--- config.mk ---
export PLATFORM = sky130hd
export DESIGN_NAME = lm_sm_sequencer_flat
export DESIGN_NICKNAME = d
export VERILOG_FILES = /design/src/rtl/lm_sm_sequencer_if.sv /design/src/rtl/lm_sm_sequencer.sv /design/src/flat_wrapper.sv
export SDC_FILE = /design/constraint.sdc
export NUM_CORES = 1
export LEC_CHECK = 0
export ABC_AREA = 1
export BUFFER_PORTS_ARGS = -buffer_cell sky130_fd_sc_hd__buf_2
export CAP_MARGIN = 20
export CORE_AREA = 8 8 56 81
export DETAILED_ROUTE_END_ITERATION = 10
export DIE_AREA = 0 0 64 89
export HOLD_SLACK_MARGIN = 0.15
export MAX_ROUTING_LAYER = met4
export PLACE_DENSITY = 0.68
export SYNTH_ARGS = -nofsm -noshare
export SYNTH_HDL_FRONTEND = slang
export SYNTH_SLANG_ARGS = --single-unit
--- constraint.sdc ---
create_clock -name clk -period 2.2 [get_ports clk]
set_clock_uncertainty 0.2 [all_clocks]
set_input_delay 0.11 -clock clk [delete_from_list [all_inputs] [get_ports clk]]
set_output_delay 0.11 -clock clk [all_outputs]
set_load 0.05 [all_outputs]
--- src/rtl/lm_sm_sequencer_if.sv ---
// ---------------------------------------------------------------------------
// lm_sm_sequencer_if
// Bundle between the fetch stage and the LM/SM sequencer.
//   master : fetch/hazard side. Drives the fetched instruction and the
//            pipeline control inputs, and consumes the IR-replacement outputs.
//   slave  : the sequencer itself.
// Signals:
//   IR_in        instruction word at fetch output (IROut)
//   IR_valid     IR_in is a real instruction, not a bubble
//   stall        downstream hazard stall
//   flush        control-flow redirect
//   IR_load_mux  1 = fetch takes new_IR_multi instead of imem data
//   new_IR_multi micro-op word produced by the sequencer
//   PCWrite_seq  0 = hold PC (ANDed into the fetch PCWrite)
//   busy         a multi-cycle sequence is in progress
// ---------------------------------------------------------------------------
interface lm_sm_sequencer_if;
    logic [15:0] IR_in;
    logic        IR_valid;
    logic        stall;
    logic        flush;
    logic        IR_load_mux;
    logic [15:0] new_IR_multi;
    logic        PCWrite_seq;
    logic        busy;

    modport master (
        output IR_in,
        output IR_valid,
        output stall,
        output flush,
        input  IR_load_mux,
        input  new_IR_multi,
        input  PCWrite_seq,
        input  busy
    );

    modport slave (
        input  IR_in,
        input  IR_valid,
        input  stall,
        input  flush,
        output IR_load_mux,
        output new_IR_multi,
        output PCWrite_seq,
        output busy
    );
endinterface

--- src/rtl/lm_sm_sequencer.sv ---
// ---------------------------------------------------------------------------
// lm_sm_sequencer
// Expands LM/SM multi-register instructions into a run of single LW/SW
// micro-ops, lowest set mask bit first. The micro-op for the k-th issued bit i
// (k = 0..7) is:
//   LM -> {4'b0100, i, ra, 3'b000, k}   LW Ri <- mem[Ra+k]
//   SM -> {4'b0101, i, ra, 3'b000, k}   SW mem[Ra+k] <- Ri
// The first micro-op is produced straight from IR_in in IDLE; the remaining
// ones come from latched state in ISSUE while the PC is held so that the
// LM/SM word stays parked at fetch output. Every other opcode passes through.
//
// Ports:
//   clk    rising-edge clock
//   reset  synchronous, active-high reset
//   bus    lm_sm_sequencer_if.slave (IR_in, IR_valid, stall, flush in;
//          IR_load_mux, new_IR_multi, PCWrite_seq, busy out)
// Parameters:
//   NOP_WORD  word issued for an LM/SM with an all-zero register mask
//
// Outputs are a combinational function of the registered state and IR_in:
// the first micro-op has to appear in the same cycle the LM/SM word is seen,
// so it cannot wait for a register stage.
// ---------------------------------------------------------------------------
module lm_sm_sequencer #(
    parameter logic [15:0] NOP_WORD = 16'hF000
) (
    input  logic                  clk,
    input  logic                  reset,
    lm_sm_sequencer_if.slave      bus
);

    localparam logic [3:0] OP_LM = 4'b0110;
    localparam logic [3:0] OP_SM = 4'b0111;
    localparam logic [3:0] OP_LW = 4'b0100;
    localparam logic [3:0] OP_SW = 4'b0101;

    typedef enum logic [0:0] {
        ST_IDLE  = 1'b0,
        ST_ISSUE = 1'b1
    } state_t;

    // Index of the lowest set bit; 0 when the mask is empty (callers never
    // rely on the value in that case).
    function automatic logic [2:0] lowest_bit(input logic [7:0] m);
        logic [2:0] idx;
        idx = 3'd0;
        for (int j = 7; j >= 0; j--) begin
            if (m[j]) begin
                idx = 3'(j);
            end else begin
                idx = idx;
            end
        end
        return idx;
    endfunction

    // Build one LW/SW micro-op word.
    function automatic logic [15:0] micro_op(input logic       sm,
                                             input logic [2:0] rd,
                                             input logic [2:0] ra,
                                             input logic [2:0] k);
        return {(sm ? OP_SW : OP_LW), rd, ra, 3'b000, k};
    endfunction

    // Registered sequencing state
    state_t      st_r;
    logic [7:0]  rem_mask_r;
    logic [2:0]  base_r;
    logic        is_sm_r;
    logic [2:0]  cnt_r;

    // Decode of the incoming instruction
    logic [3:0]  op_s;
    logic [2:0]  ra_s;
    logic [7:0]  mask_s;
    logic        op_is_multi_s;
    logic        op_is_sm_s;
    logic        multi_s;
    logic [2:0]  idle_bit_s;
    logic [7:0]  idle_rest_s;
    logic [2:0]  issue_bit_s;
    logic [7:0]  issue_rest_s;

    // IR_in[8] has no meaning for LM/SM
    logic        unused_ir_bit_s;

    // Output drivers
    logic        load_mux_s;
    logic [15:0] word_s;
    logic        pcwrite_s;
    logic        busy_s;

    assign op_s            = bus.IR_in[15:12];
    assign ra_s            = bus.IR_in[11:9];
    assign mask_s          = bus.IR_in[7:0];
    assign unused_ir_bit_s = bus.IR_in[8];
    assign op_is_sm_s      = (op_s == OP_SM);
    assign op_is_multi_s   = (op_s == OP_LM) || op_is_sm_s;
    assign multi_s         = bus.IR_valid && op_is_multi_s && !bus.stall && !bus.flush;

    // Bit issued straight from IR_in, and what is left after it.
    assign idle_bit_s      = lowest_bit(mask_s);
    assign idle_rest_s     = mask_s & ~(8'd1 << idle_bit_s);

    // Bit issued from the latched mask, and what is left after it.
    assign issue_bit_s     = lowest_bit(rem_mask_r);
    assign issue_rest_s    = rem_mask_r & ~(8'd1 << issue_bit_s);

    // Output decode from state and the current instruction
    always_comb begin
        load_mux_s = 1'b0;
        word_s     = 16'h0000;
        pcwrite_s  = 1'b1;
        busy_s     = 1'b0;
        if (reset) begin
            load_mux_s = 1'b0;
            word_s     = 16'h0000;
            pcwrite_s  = 1'b1;
            busy_s     = 1'b0;
        end else begin
            case (st_r)
                ST_ISSUE: begin
                    busy_s = 1'b1;
                    if (bus.flush) begin
                        // Redirect abandons the sequence; let fetch follow the new path.
                        load_mux_s = 1'b0;
                        word_s     = 16'h0000;
                        pcwrite_s  = 1'b1;
                    end else begin
                        load_mux_s = 1'b1;
                        word_s     = micro_op(is_sm_r, issue_bit_s, base_r, cnt_r);
                        // Release the PC only in the cycle the final micro-op actually issues.
                        if (!bus.stall && (issue_rest_s == 8'd0)) begin
                            pcwrite_s = 1'b1;
                        end else begin
                            pcwrite_s = 1'b0;
                        end
                    end
                end
                ST_IDLE: begin
                    busy_s = 1'b0;
                    if (multi_s) begin
                        load_mux_s = 1'b1;
                        if (mask_s == 8'd0) begin
                            word_s    = NOP_WORD;
                            pcwrite_s = 1'b1;
                        end else begin
                            word_s = micro_op(op_is_sm_s, idle_bit_s, ra_s, 3'd0);
                            // A single-bit mask is done in this cycle; otherwise hold the PC.
                            if (idle_rest_s == 8'd0) begin
                                pcwrite_s = 1'b1;
                            end else begin
                                pcwrite_s = 1'b0;
                            end
                        end
                    end else begin
                        load_mux_s = 1'b0;
                        word_s     = 16'h0000;
                        pcwrite_s  = 1'b1;
                    end
                end
                default: begin
                    load_mux_s = 1'b0;
                    word_s     = 16'h0000;
                    pcwrite_s  = 1'b1;
                    busy_s     = 1'b0;
                end
            endcase
        end
    end

    assign bus.IR_load_mux  = load_mux_s;
    assign bus.new_IR_multi = word_s;
    assign bus.PCWrite_seq  = pcwrite_s;
    assign bus.busy         = busy_s;

    // Sequencer state machine
    always_ff @(posedge clk) begin
        if (reset) begin
            st_r       <= ST_IDLE;
            rem_mask_r <= 8'd0;
            cnt_r      <= 3'd0;
            base_r     <= 3'd0;
            is_sm_r    <= 1'b0;
        end else begin
            case (st_r)
                ST_IDLE: begin
                    if (bus.flush) begin
                        rem_mask_r <= 8'd0;
                        cnt_r      <= 3'd0;
                    end else if (multi_s && (idle_rest_s != 8'd0)) begin
                        // First micro-op went out this cycle; park the rest.
                        st_r       <= ST_ISSUE;
                        rem_mask_r <= idle_rest_s;
                        base_r     <= ra_s;
                        is_sm_r    <= op_is_sm_s;
                        cnt_r      <= 3'd1;
                    end else begin
                        st_r <= ST_IDLE;
                    end
                end
                ST_ISSUE: begin
                    if (bus.flush) begin
                        st_r       <= ST_IDLE;
                        rem_mask_r <= 8'd0;
                        cnt_r      <= 3'd0;
                    end else if (bus.stall) begin
                        // Hold everything; the same micro-op is shown again.
                        st_r <= ST_ISSUE;
                    end else if (issue_rest_s == 8'd0) begin
                        // Last bit issued; cnt is cleared rather than stepped
                        // so it never wraps after an eighth micro-op.
                        st_r       <= ST_IDLE;
                        rem_mask_r <= 8'd0;
                        cnt_r      <= 3'd0;
                    end else begin
                        rem_mask_r <= issue_rest_s;
                        cnt_r      <= cnt_r + 3'd1;
                    end
                end
                default: begin
                    st_r       <= ST_IDLE;
                    rem_mask_r <= 8'd0;
                    cnt_r      <= 3'd0;
                end
            endcase
        end
    end

endmodule

--- src/flat_wrapper.sv ---
// flat-port wrapper written by rule: the top's interface ports become plain ports
module lm_sm_sequencer_flat 
#(
    parameter logic [15:0] NOP_WORD = 16'hF000
)
  (clk, reset, bus_IR_in, bus_IR_valid, bus_stall, bus_flush, bus_IR_load_mux, bus_new_IR_multi, bus_PCWrite_seq, bus_busy);
  lm_sm_sequencer_if bus_i ();
  input  logic clk;
  input  logic reset;
  input wire logic [$bits(bus_i.IR_in)-1:0] bus_IR_in;
  input wire logic [$bits(bus_i.IR_valid)-1:0] bus_IR_valid;
  input wire logic [$bits(bus_i.stall)-1:0] bus_stall;
  input wire logic [$bits(bus_i.flush)-1:0] bus_flush;
  output wire logic [$bits(bus_i.IR_load_mux)-1:0] bus_IR_load_mux;
  output wire logic [$bits(bus_i.new_IR_multi)-1:0] bus_new_IR_multi;
  output wire logic [$bits(bus_i.PCWrite_seq)-1:0] bus_PCWrite_seq;
  output wire logic [$bits(bus_i.busy)-1:0] bus_busy;
  assign bus_i.IR_in = bus_IR_in;
  assign bus_i.IR_valid = bus_IR_valid;
  assign bus_i.stall = bus_stall;
  assign bus_i.flush = bus_flush;
  assign bus_IR_load_mux = bus_i.IR_load_mux;
  assign bus_new_IR_multi = bus_i.new_IR_multi;
  assign bus_PCWrite_seq = bus_i.PCWrite_seq;
  assign bus_busy = bus_i.busy;
  lm_sm_sequencer #(.NOP_WORD(NOP_WORD)) u_core (.clk(clk), .reset(reset), .bus(bus_i));
endmodule
==> key figures <==
Drt
  – Initial DRC Count: between 60 and 70
  – Routed WL per cell: about 12 µm
  – Vias: 1735
  – Routed Antenna Nets: 0
  – Drt total wl: 4310 µm
  – First-pass DRT Iterations: 4
  – DRC violations left: 0
  – Detailed-route vias per instance: 5.00

Clocking
  – Clk Latency, worst-skew pair: around 0.25 ns
  – TritonCTS clock tree: yes
  – Clock Path Buffers: 2
  – Num CTS Buffers: 3
  – Clk sinks: 16
  – Root Buffer: clkbuf_8
  – H-tree Lvls: 1
  – Clk slew on worst S/H paths: approximately 0.07 ns

Global route
  – GR Util met3: 0.0176
  – Initial antenna violation count: 0
  – Met1 usage: 0.157
  – Pin count of the biggest net entering global routing: 15
  – Busiest grt layer: met2
  – Global-route met2 utilization: 0.309
  – Vias in the first global route: between 1500 and 2000
  – Total GRT Usage: 0.159
  – First-pass GRT wire length: 7220 µm
  – Remaining Overflow, GRT: 0

STA
  – Setup ws final: between 0.07 and 0.08 ns
  – Final period utilization: 0.967
  – Endpoints failing hold: 0
  – Post-layout min period: approximately 2.1 ns
  – Fin. max-slew vios: 0
  – Post-route setup TNS: 0 ns
  – Fmax achieved: 470 MHz
  – Setup-failing EPs final: 0
  – RSZ-0062 raised after global routing: true

Critical path
  – Crit Path Class: register to output port
  – Kind of cell adding the most delay to the critical path: simple AND/OR/NAND/NOR gates
  – Startpoint Class: register
  – Max FO, Critical Path: 4
  – Worst Path Arrival: roughly 1.8 ns
  – Most Frequent Cell on Critical Path: nand2_1
  – CP bufs+invs: 1
  – Crit. End Element: output port
  – Worst Path Required: approximately 1.9 ns
  – Worst-path cell chain: nor2_4 -> nand2_1 -> nor2_4 -> nand3_1 -> nand2_1 -> nand2_1 -> nor2_2 -> nand3_2 -> nand2_1 -> nand2_1 -> o21ai_2 -> buf_6
  – Slowest library cell on the worst path: dfxtp_2
  – CP max stage delay: approximately 0.35 ns

Yosys
  – FF+latch count, synth: 16
  – Synthesized instance count: 250
  – Post-synth ARST share: 0
  – Post-synth top area share: 0.219
  – Sequential-to-total area share from yosys stat: 0.219
  – Synth Cell Area: between 0.001 and 0.0015 mm²
  – Ranking of synthesized cells by area: dfxtp_1 (22%), nand2_1 (17%), nor2_1 (9.5%)
  – Mean post-synth cell area: between 5 and 6 µm²
  – Yosys top cell by area: dfxtp_1
  – Synth warnings: 0
  – Netlist cell types: 30
  – Number of synthesized flops with an enable pin: 0
  – Prevailing post-synth register cell: dfxtp_1

Pwr
  – Switching share of power: 0.331
  – Comb power frac: 0.311
  – Total power divided by cell area: around 440 mW/mm²
  – Clk pwr share: 0.316
  – Worst-case vdd ir drop: approximately 0.00030 V
  – Sequential Power Share: 0.372
  – Int Pwr: ~570 µW
  – P_leak: around 0.0010 µW
  – Net Switching: 281 µW

Placement
  – Setup slack at placement: around 0.093 ns
  – # port buffers: 35
  – DP HPWL: 3280 µm
  – Post-Place Cells: 328
  – GP Congestion: roughly 1

Status
  – Status: finished clean

Cells and area
  – Share of post-route cells with drive strength above 1: 0.315
  – Fill count: around 340
  – FF/Latch Area: ~330 µm²
  – N_diodes: 0
  – Layout Utilization: 0.583
  – Nets: between 300 and 400
  – Non-filler cells, final: between 300 and 400
  – Area of the multi-input gates: a little under 0.001 mm²
  – Area growth from synthesis to layout: 33.5%

Floorplan
  – Rows: 26
  – Area of the core: about 0.0034 mm²
  – DIE WIDTH: 64 µm
  – Starting density of the core: 0.437
  – Die H: just under 90 µm
  – Top Ports: 40
  – Die area: approximately 0.0057 mm²

Job
  – MaxCap Viol Count: 0

Hold path
  – Hold Path Class: primary input to register
==> per-layer routing <==
layer | up-vias | part of all wire | routed length, µm
met5 | - | 0 | 0
met4 | 0 | 0.016 | 68
met3 | 6 | 0.029 | 125
met2 | 35 | 0.56 | 2400
met1 | 792 | 0.40 | 1710
li1 | 902 | - | -
==> power groups by stage <==
stage	clock network [µW]	logic, µW	registers (µW)
after floorplan	0	155	320
after global placement	0	217	321
after detailed placement	0	218	322
after CTS	277	244	315
after global routing	290	293	318
final	269	265	317
==> through the flow <==
step	cell area, µm²	hold WS [ns]	total power, µW
floorplan	1490	0.0449	475
global placement	1710	0.152	538
detailed placement	1710	0.159	540
CTS	1900	0.150	836
global route	1950	0.178	901
finish	1950	0.162	851
==> worst paths after layout <==
check                       startpoint              endpoint  slack (ns)  cells past startpoint
hold / removal            bus_IR_in[7]  u_core.rem_mask_r[7]        0.16                      5
setup / recovery  u_core.rem_mask_r[0]       bus_PCWrite_seq        0.07                     12
hold reg to reg       u_core.base_r[1]      u_core.base_r[1]        0.31                      4
setup reg to reg  u_core.rem_mask_r[0]       u_core.cnt_r[1]        0.29                     14
==> cell type report <==
| cell class | count | share of cell area |
|---|---|---|
| clock buffers | 4 | 0.0282 |
| inverters | 38 | 0.0730 |
| multi-input cells | 189 | 0.504 |
| flip-flops and latches | 16 | 0.167 |
| well taps | 42 | 0.0269 |
| repair buffers | 58 | 0.201 |
==> worst register-to-register path: stages (launching register included) <==
cell	delay, ns
dfxtp_2	0.35
nor2_4	0.13
nand2_1	0.10
nor2_4	0.13
nand3_1	0.10
nand2_1	0.07
nand2_1	0.05
nor2_2	0.12
nand3_2	0.09
buf_4	0.14
buf_4	0.13
nand3_1	0.06
nand2_1	0.05
nand2_1	0.06
nor2_1	0.05
==> cell usage in the layout, fill, tap and decap left out, drive strengths merged <==
master / n
a21oi: 17
a31oi: 1
buf: 49
clkbuf: 4
clkinv: 1
conb: 3
dfxtp: 16
dlygate4sd3: 9
ha: 1
inv: 37
nand2: 70
nand3: 25
nand4: 7
nor2: 42
nor3: 5
nor4: 1
o2111ai: 1
o21ai: 11
o22ai: 3
or2: 1
xor2: 1
==> timing repair <==
item	4_1_cts	5_1_grt
endpoints found under the hold margin	8	0
gates resized for setup	7	16
hold buffers	9	0
pin swaps	3	8
endpoints found under the setup margin	1	2
setup buffers	3	3
==> synthesized netlist by cell type (2+ instances only) <==
cell type,number
nand3_2,5
nand4_1,7
nor2_1,37
nand2_4,2
a21oi_1,12
nor3_1,4
clkbuf_1,2
inv_1,35
a21oi_2,5
dfxtp_1,16
nand3_1,20
o22ai_1,3
o21ai_0,10
buf_4,6
inv_2,2
nand2_2,2
nor2_2,4
nand2_1,66
==> logic make-up after synthesis <==
group,share of synthesized area
adders and majority gates,0.00855
other,0.00256
and+or+nand+nor,0.485
buffers and inverters,0.147
AOI/OAI and AO/OA,0.132
DFF,0.219
xor gates and xnor gates,0.00599
==> state kept, by name, indices dropped and copies added, names as in the netlist <==
name,flops
u_core.rem_mask_r,8
u_core.base_r,3
u_core.cnt_r,3
u_core.is_sm_r,1
u_core.st_r,1
(Power assumes the default switching activity.)
